### src/rtl/set_cond_unit_pkg.sv
`default_nettype none
// ---------------------------------------------------------------------------
// set_cond_unit_pkg : shared width and result-encoding constants  | rev 1.0
// ---------------------------------------------------------------------------
package set_cond_unit_pkg;

  localparam int unsigned DEF_WIDTH = 32;

  localparam logic [DEF_WIDTH-1:0] SET_TRUE  = DEF_WIDTH'(1);
  localparam logic [DEF_WIDTH-1:0] SET_FALSE = '0;

endpackage
`default_nettype wire

### src/rtl/set_cond_unit_core.sv
`default_nettype none
// ---------------------------------------------------------------------------
// set_cond_core : combinational seq/sge/sgt bits from subtraction flags;
// the ovf input exists only when SETS_OVF_EN is defined          | rev 1.0
// ---------------------------------------------------------------------------
module set_cond_core
  import set_cond_unit_pkg::*;
#(
  parameter int unsigned WIDTH = DEF_WIDTH
) (
  input  logic [WIDTH-1:0] a,
  input  logic             zf,
  input  logic             nz,
`ifdef SETS_OVF_EN
  input  logic             ovf,
`endif
  output logic             seq_bit,
  output logic             sge_bit,
  output logic             sgt_bit
);

  logic sign;
  // Only the sign of the difference matters; the remaining bits are ignored.
  logic unused_a_bits;

`ifdef SETS_OVF_EN
  assign sign = a[WIDTH-1] ^ ovf;
`else
  assign sign = a[WIDTH-1];
`endif

  assign unused_a_bits = ^a[WIDTH-2:0];

  assign seq_bit = zf;
  assign sge_bit = ~sign;
  assign sgt_bit = nz & ~sign;

endmodule
`default_nettype wire

### src/rtl/set_cond_unit.sv
`default_nettype none
// ---------------------------------------------------------------------------
// set_cond_unit : registered 1-cycle seq/sge/sgt result words; optional
// overflow-corrected sign selected by SETS_OVF_EN                 | rev 1.0
// ---------------------------------------------------------------------------
module set_cond_unit
  import set_cond_unit_pkg::*;
#(
  parameter int unsigned WIDTH = DEF_WIDTH
) (
  input  logic             clk,
  input  logic             rst,
  input  logic             in_valid,
  input  logic [WIDTH-1:0] a,
  input  logic             zf,
  input  logic             nz,
`ifdef SETS_OVF_EN
  input  logic             ovf,
`endif
  output logic             out_valid,
  output logic [WIDTH-1:0] seq,
  output logic [WIDTH-1:0] sge,
  output logic [WIDTH-1:0] sgt
);

  localparam logic [WIDTH-1:0] RES_TRUE  = WIDTH'(SET_TRUE);
  localparam logic [WIDTH-1:0] RES_FALSE = WIDTH'(SET_FALSE);

  logic             seq_bit, sge_bit, sgt_bit;
  logic [WIDTH-1:0] seq_d, sge_d, sgt_d;
  logic [WIDTH-1:0] seq_q, sge_q, sgt_q;
  logic             out_valid_d, out_valid_q;

  set_cond_core #(.WIDTH(WIDTH)) u_core (
    .a       (a),
    .zf      (zf),
    .nz      (nz),
`ifdef SETS_OVF_EN
    .ovf     (ovf),
`endif
    .seq_bit (seq_bit),
    .sge_bit (sge_bit),
    .sgt_bit (sgt_bit)
  );

  // Result words hold their last value while no new operands arrive.
  always_comb begin
    seq_d       = seq_q;
    sge_d       = sge_q;
    sgt_d       = sgt_q;
    out_valid_d = in_valid;
    if (in_valid) begin
      seq_d = seq_bit ? RES_TRUE : RES_FALSE;
      sge_d = sge_bit ? RES_TRUE : RES_FALSE;
      sgt_d = sgt_bit ? RES_TRUE : RES_FALSE;
    end
  end

  always_ff @(posedge clk) begin
    if (rst) begin
      seq_q       <= '0;
      sge_q       <= '0;
      sgt_q       <= '0;
      out_valid_q <= 1'b0;
    end else begin
      seq_q       <= seq_d;
      sge_q       <= sge_d;
      sgt_q       <= sgt_d;
      out_valid_q <= out_valid_d;
    end
  end

  assign seq       = seq_q;
  assign sge       = sge_q;
  assign sgt       = sgt_q;
  assign out_valid = out_valid_q;

endmodule
`default_nettype wire

### config.mk
export PLATFORM = sky130hd
export DESIGN_NAME = set_cond_unit
export DESIGN_NICKNAME = d
export VERILOG_FILES = /design/src/rtl/set_cond_unit_pkg.sv /design/src/rtl/set_cond_unit_core.sv /design/src/rtl/set_cond_unit.sv
export SDC_FILE = /design/constraint.sdc
export NUM_CORES = 1
export LEC_CHECK = 0
export BUFFER_PORTS_ARGS = -buffer_cell sky130_fd_sc_hd__buf_4
export CAP_MARGIN = 20
export CORE_ASPECT_RATIO = 0.9
export CORE_MARGIN = 3
export CORE_UTILIZATION = 28
export DETAILED_ROUTE_END_ITERATION = 16
export PLACE_DENSITY = 0.87
export SYNTH_ARGS = -nofsm -noshare
export SYNTH_HDL_FRONTEND = slang
export SYNTH_SLANG_ARGS = --single-unit
### constraint.sdc
create_clock -name clk -period 0.82 [get_ports clk]
set_input_delay 0.082 -clock clk [delete_from_list [all_inputs] [get_ports clk]]
set_output_delay 0.082 -clock clk [all_outputs]
set_load 0.05 [all_outputs]
# Word-level counts from Yosys, hierarchy flattened
# Index checks and enable logic that the tools add are counted.
[word_totals]
reg_bits = 97
inputBits = 37
output_inout_bits = 97
[op_classes]
bitwise = 2
muxes = 3
[op_table]
columns = ["op", "n"]
rows = [
  ["2-to-1 mux 1 bit", 3],
  ["AND 1 bit", 1],
  ["inverter 1 bit", 1],
]

# Logic depth before layout (Yosys ltp)
[depth]
ltp_word = 3
depth_mapped = 2

# Hierarchy
# From an unflattened synthesis, not the netlist that was laid out.
[hier_totals]
cells_unflattened = 108
hier_area_um2 = 847.1
[by_module_without_submodules]
columns = ["module", "cells_each", "n_inst", "area_per_inst_um2", "seq_area_each_um2"]
rows = [
  ["set_cond_unit", 105, 1, 829.5, 80.1],
  ["set_cond_core", 3, 1, 17.5, 0.0],
]

# Worst setup path after synthesis
# Ideal clock, no wire load.
[synth_timing]
kind = "flip-flop to flip-flop"
startpoint = "register, netlist name sge[0]"
endpoint = "register sge_q[0], in the netlist sge[0]"
slack_ns = -0.132
setup_time_ns = 0.086
t_arrival_ns = 0.866
synth_period_minus_slack_ns = 0.952
stages_incl_launch_ff = 3
cell_sequence = "dfxtp_1 -> nor2_1 -> a211oi_1"
[synth_lines]
columns = ["item", "line", "rtl"]
rows = [
  ["end signal: assignment", "set_cond_unit.sv:67", "sge_q <= sge_d;"],
  ["end: declaration", "set_cond_unit.sv:31", "logic [WIDTH-1:0] seq_q, sge_q, sgt_q;"],
]

# Final worst setup path
[layout_timing]
startpoint = "register seq_q[0], in the netlist seq[0]"
endpoint = "output port seq[0]"
[layout_lines]
columns = ["item", "line", "rtl"]
rows = [
  ["start: declaration", "set_cond_unit.sv:31", ""],
  ["start signal: assignment", "set_cond_unit.sv:66", "seq_q <= seq_d;"],
  ["end: declaration", "set_cond_unit.sv:21", "output logic [WIDTH-1:0] seq,"],
]
# No word-level cell between the ends.

==> metrics.md <==
| Metric | Value |
|---|---|
| Worst EP arrival | `between 700 and 800 ps` |
| First-pass GRT wire length | `793 microns` |
| Final hold vios | `0` |
| CTS Hold Bufs | `0` |
| Finished Core Util | `between 20% and 30%` |
| Avg Cell Area, Syn | `7.85 sq um` |
| Area contributors post-synth | `buf_4, dfxtp_1, mux2i_1, a211oi_1, nand3b_1` |
| Clock sink count | `4` |
| Mapped Cells | `about 110` |
| Number of max-cap violations | `0` |
| Switching share of power | `between 70% and 80%` |
| Clock power frac | `between 15 and 20%` |
| RSZ-0062 raised after global routing | `no` |
| Critical path endpoint | `seq[0]` |
| Ports | `134` |
| Leading area contributor after synthesis | `buf_4` |
| Full die area | `roughly 0.0037 sq mm` |
| CTS buffer count | `3` |
| Fraction of synthesized area in multiplexers | `around 1.2%` |
| Die Y-Extent | `between 50 and 60 microns` |
| CTS H-tree lvls | `1` |
| Clock Skew | `0 ps` |
| Wirelength per Cell | `approximately 5.6 microns` |
| GRT overflow | `0` |
| Final GP Congestion | `between 0.6 and 0.7` |
| Pwr dens | `2290 mW/mm^2` |
| TNS Setup | `0 ps` |
| Synth Area in Simple Gates | `3.31%` |
| Critical Path Start Type | `flip-flop` |
| Combinational group share of total power | `a little over two thirds` |
| Critical Path Max Stage Delay | `330 ps` |
| Yosys reg bits | `4` |
| Crit path depth | `1` |
| GRT Total Usage | `under 10%` |
| Critical path, cell by cell | `buf_6` |
| DP HPWL | `843 microns` |
| Sequential Power Share | `between 10% and 20%` |
| Sequential area share after synthesis | `9.62%` |
| Ys Warns | `0` |
| Setup Crit Path Kind | `flip-flop to output pin` |
| Via count of the routed design | `approximately 370` |
| Initial antenna violation count | `0` |
| R2r endpoint | `sgt[0]` |
| CTS Buffer Depth | `2` |
| Worst endpoint required time | `~740 ps` |
| Initial Util | `between 20% and 30%` |
| Pint | `roughly 0.00042 W` |
| Fmax | `1.26 GHz` |
| Rows | `18` |
| CP startpoint | `seq[0]` |
| PortBufs | `9` |
| Via density | `~2.4` |
| Critical path endpoint category | `output pin` |
| Sw power | `between 0.001 and 0.0015 W` |
| DRT Pass-1 Iters | `2` |
| Synth Area in XOR/XNOR | `0%` |
| Hold path startpoint | `rst` |
| Antenna cells | `0` |
| VDD IR max | `about 590 uV` |
| Leakage dissipation | `approximately 0.42 nW` |
| Mapped cell area | `832 sq um` |
| Root Buffer Master | `clkbuf_4` |
| Status | `finished clean` |
| Final WL | `around 880 microns` |
| Worst hold path type | `primary input to flip-flop` |
| Iteration-0 DRC count of the detailed router | `21` |
| Area fraction in compound gates after synthesis | `under 10%` |
| Worst path slowest cell | `dfxtp_2` |
| Share of cells above drive strength 1 | `about 14%` |
| Final period util | `slightly below 100%` |
| Setup violations, final | `0` |
| # nets final | `157` |
| Area Growth Syn to Fin | `-22.0%` |
| R2R cell count | `3` |
| Drc violations | `0` |
| Top delay family on crit path | `flip-flops` |
| WP buf/inv | `1` |
| Core area | `0.00279 sq mm` |
| Skew-Pair Late Insertion Delay | `about 230 ps` |
| Vias in the first global route | `180` |
| Residual antenna-violating net count after detailed routing | `0` |
| Synthesized-area fraction occupied by adder cells | `0%` |
| Clock transition at path regs | `40 ps` |
| Main combinational cell family by area after synthesis | `buffers and inverters` |
| CTS tree | `built` |
| Fin. max-slew vios | `0` |
| Area share of the largest cell type after synthesis | `between 80% and 90%` |
| Pin count of the biggest net entering global routing | `7` |
| Reg-to-Reg Start | `sgt[0]` |
| Max Fanout on Critical Path | `2` |
| Internal reg-to-reg setup slack | `~150 ps` |
| Fin crit period | `slightly below 800 ps` |
| Synth unique cells | `10` |
| Die extent in x | `roughly 63 microns` |
-- metal layers --
metal  vias to the layer above  GRT usage (%)  wire [microns]
met5                         -              0               0
met4                         0           1.85               0
met3                         0           1.94             236
met2                        56           6.10             489
met1                       155           1.65             153
li1                        161              -               -
-- registers in the layout (all words and copies together), names as in the netlist --
register / count
out_valid: 1
sgt: 1
sge: 1
seq: 1
-- cells in the final DEF, fill, tap and decap left out --
cell type   n
a211oi_1    1
a21oi_1     1
buf_4       6
buf_6       3
buf_8       1
clkbuf_4    3
conb_1     93
dfxtp_1     1
dfxtp_2     3
mux2i_1     1
nand2b_1    1
nand3b_1    1
nor2_1      2
nor2b_1     1
-- worst min-delay path by stage --
stage / cells after the start / slack, ps / to
2_1_floorplan: 1 / 140 / sgt[0]
3_3_place_gp: 2 / 260 / sgt[0]
3_5_place_dp: 2 / 270 / sge[0]
4_1_cts: 2 / 30 / seq[0]
5_1_grt: 2 / 30 / seq[0]
6_report: 2 / 30 / sge[0]
-- timing repair --
| action | CTS | global route |
|---|---|---|
| buffers inserted | 0 | 1 |
| resized for setup | 3 | 2 |
| setup endpoints to repair | 3 | 2 |
| cloned | 0 | 0 |
-- per-stage QoR --
stage	instance area, sq um	total power (W)	setup slack (ps)	hold WS (ps)	cells
2_1_floorplan	1180	0.00154	19.5	144	198
3_5_place_dp	601	0.00123	202	269	154
5_1_grt	649	0.00154	0.825	27.8	158
3_3_place_gp	601	0.00123	207	263	154
4_1_cts	634	0.00148	11.8	25.2	157
6_report	649	0.00149	24.9	29.2	158
-- cell type report --
cell class,count,area [sq um]
flip-flops and latches,4,83.8
repair buffers,10,93.8
well taps,40,50.0
clock buffers,3,22.5
fillers,301,2140
multi-input cells,101,399
-- synth_stat cells, drive strengths merged --
cell type,count
nor2b,1
nand3b,1
mux2i,1
nor2,2
a21oi,1
nand2b,1
conb,1
buf,93
a211oi,1
dfxtp,4
-- power by group through the flow --
stage	clock network (W)	logic [W]	registers [W]
6_report	0.000238	0.00104	0.000215
5_1_grt	0.000264	0.00106	0.000216
4_1_cts	0.000248	0.00102	0.000215
3_5_place_dp	0	0.00101	0.000216
3_3_place_gp	0	0.00101	0.000216
2_1_floorplan	0	0.00128	0.000254
-- cells by family after synthesis --
logic type / Yosys count
buffers and inverters: 93
and+or+nand+nor: 5
DFF: 4
AOI/OAI and AO/OA: 2
muxes: 1
other: 1
(Power assumes the default switching activity.)
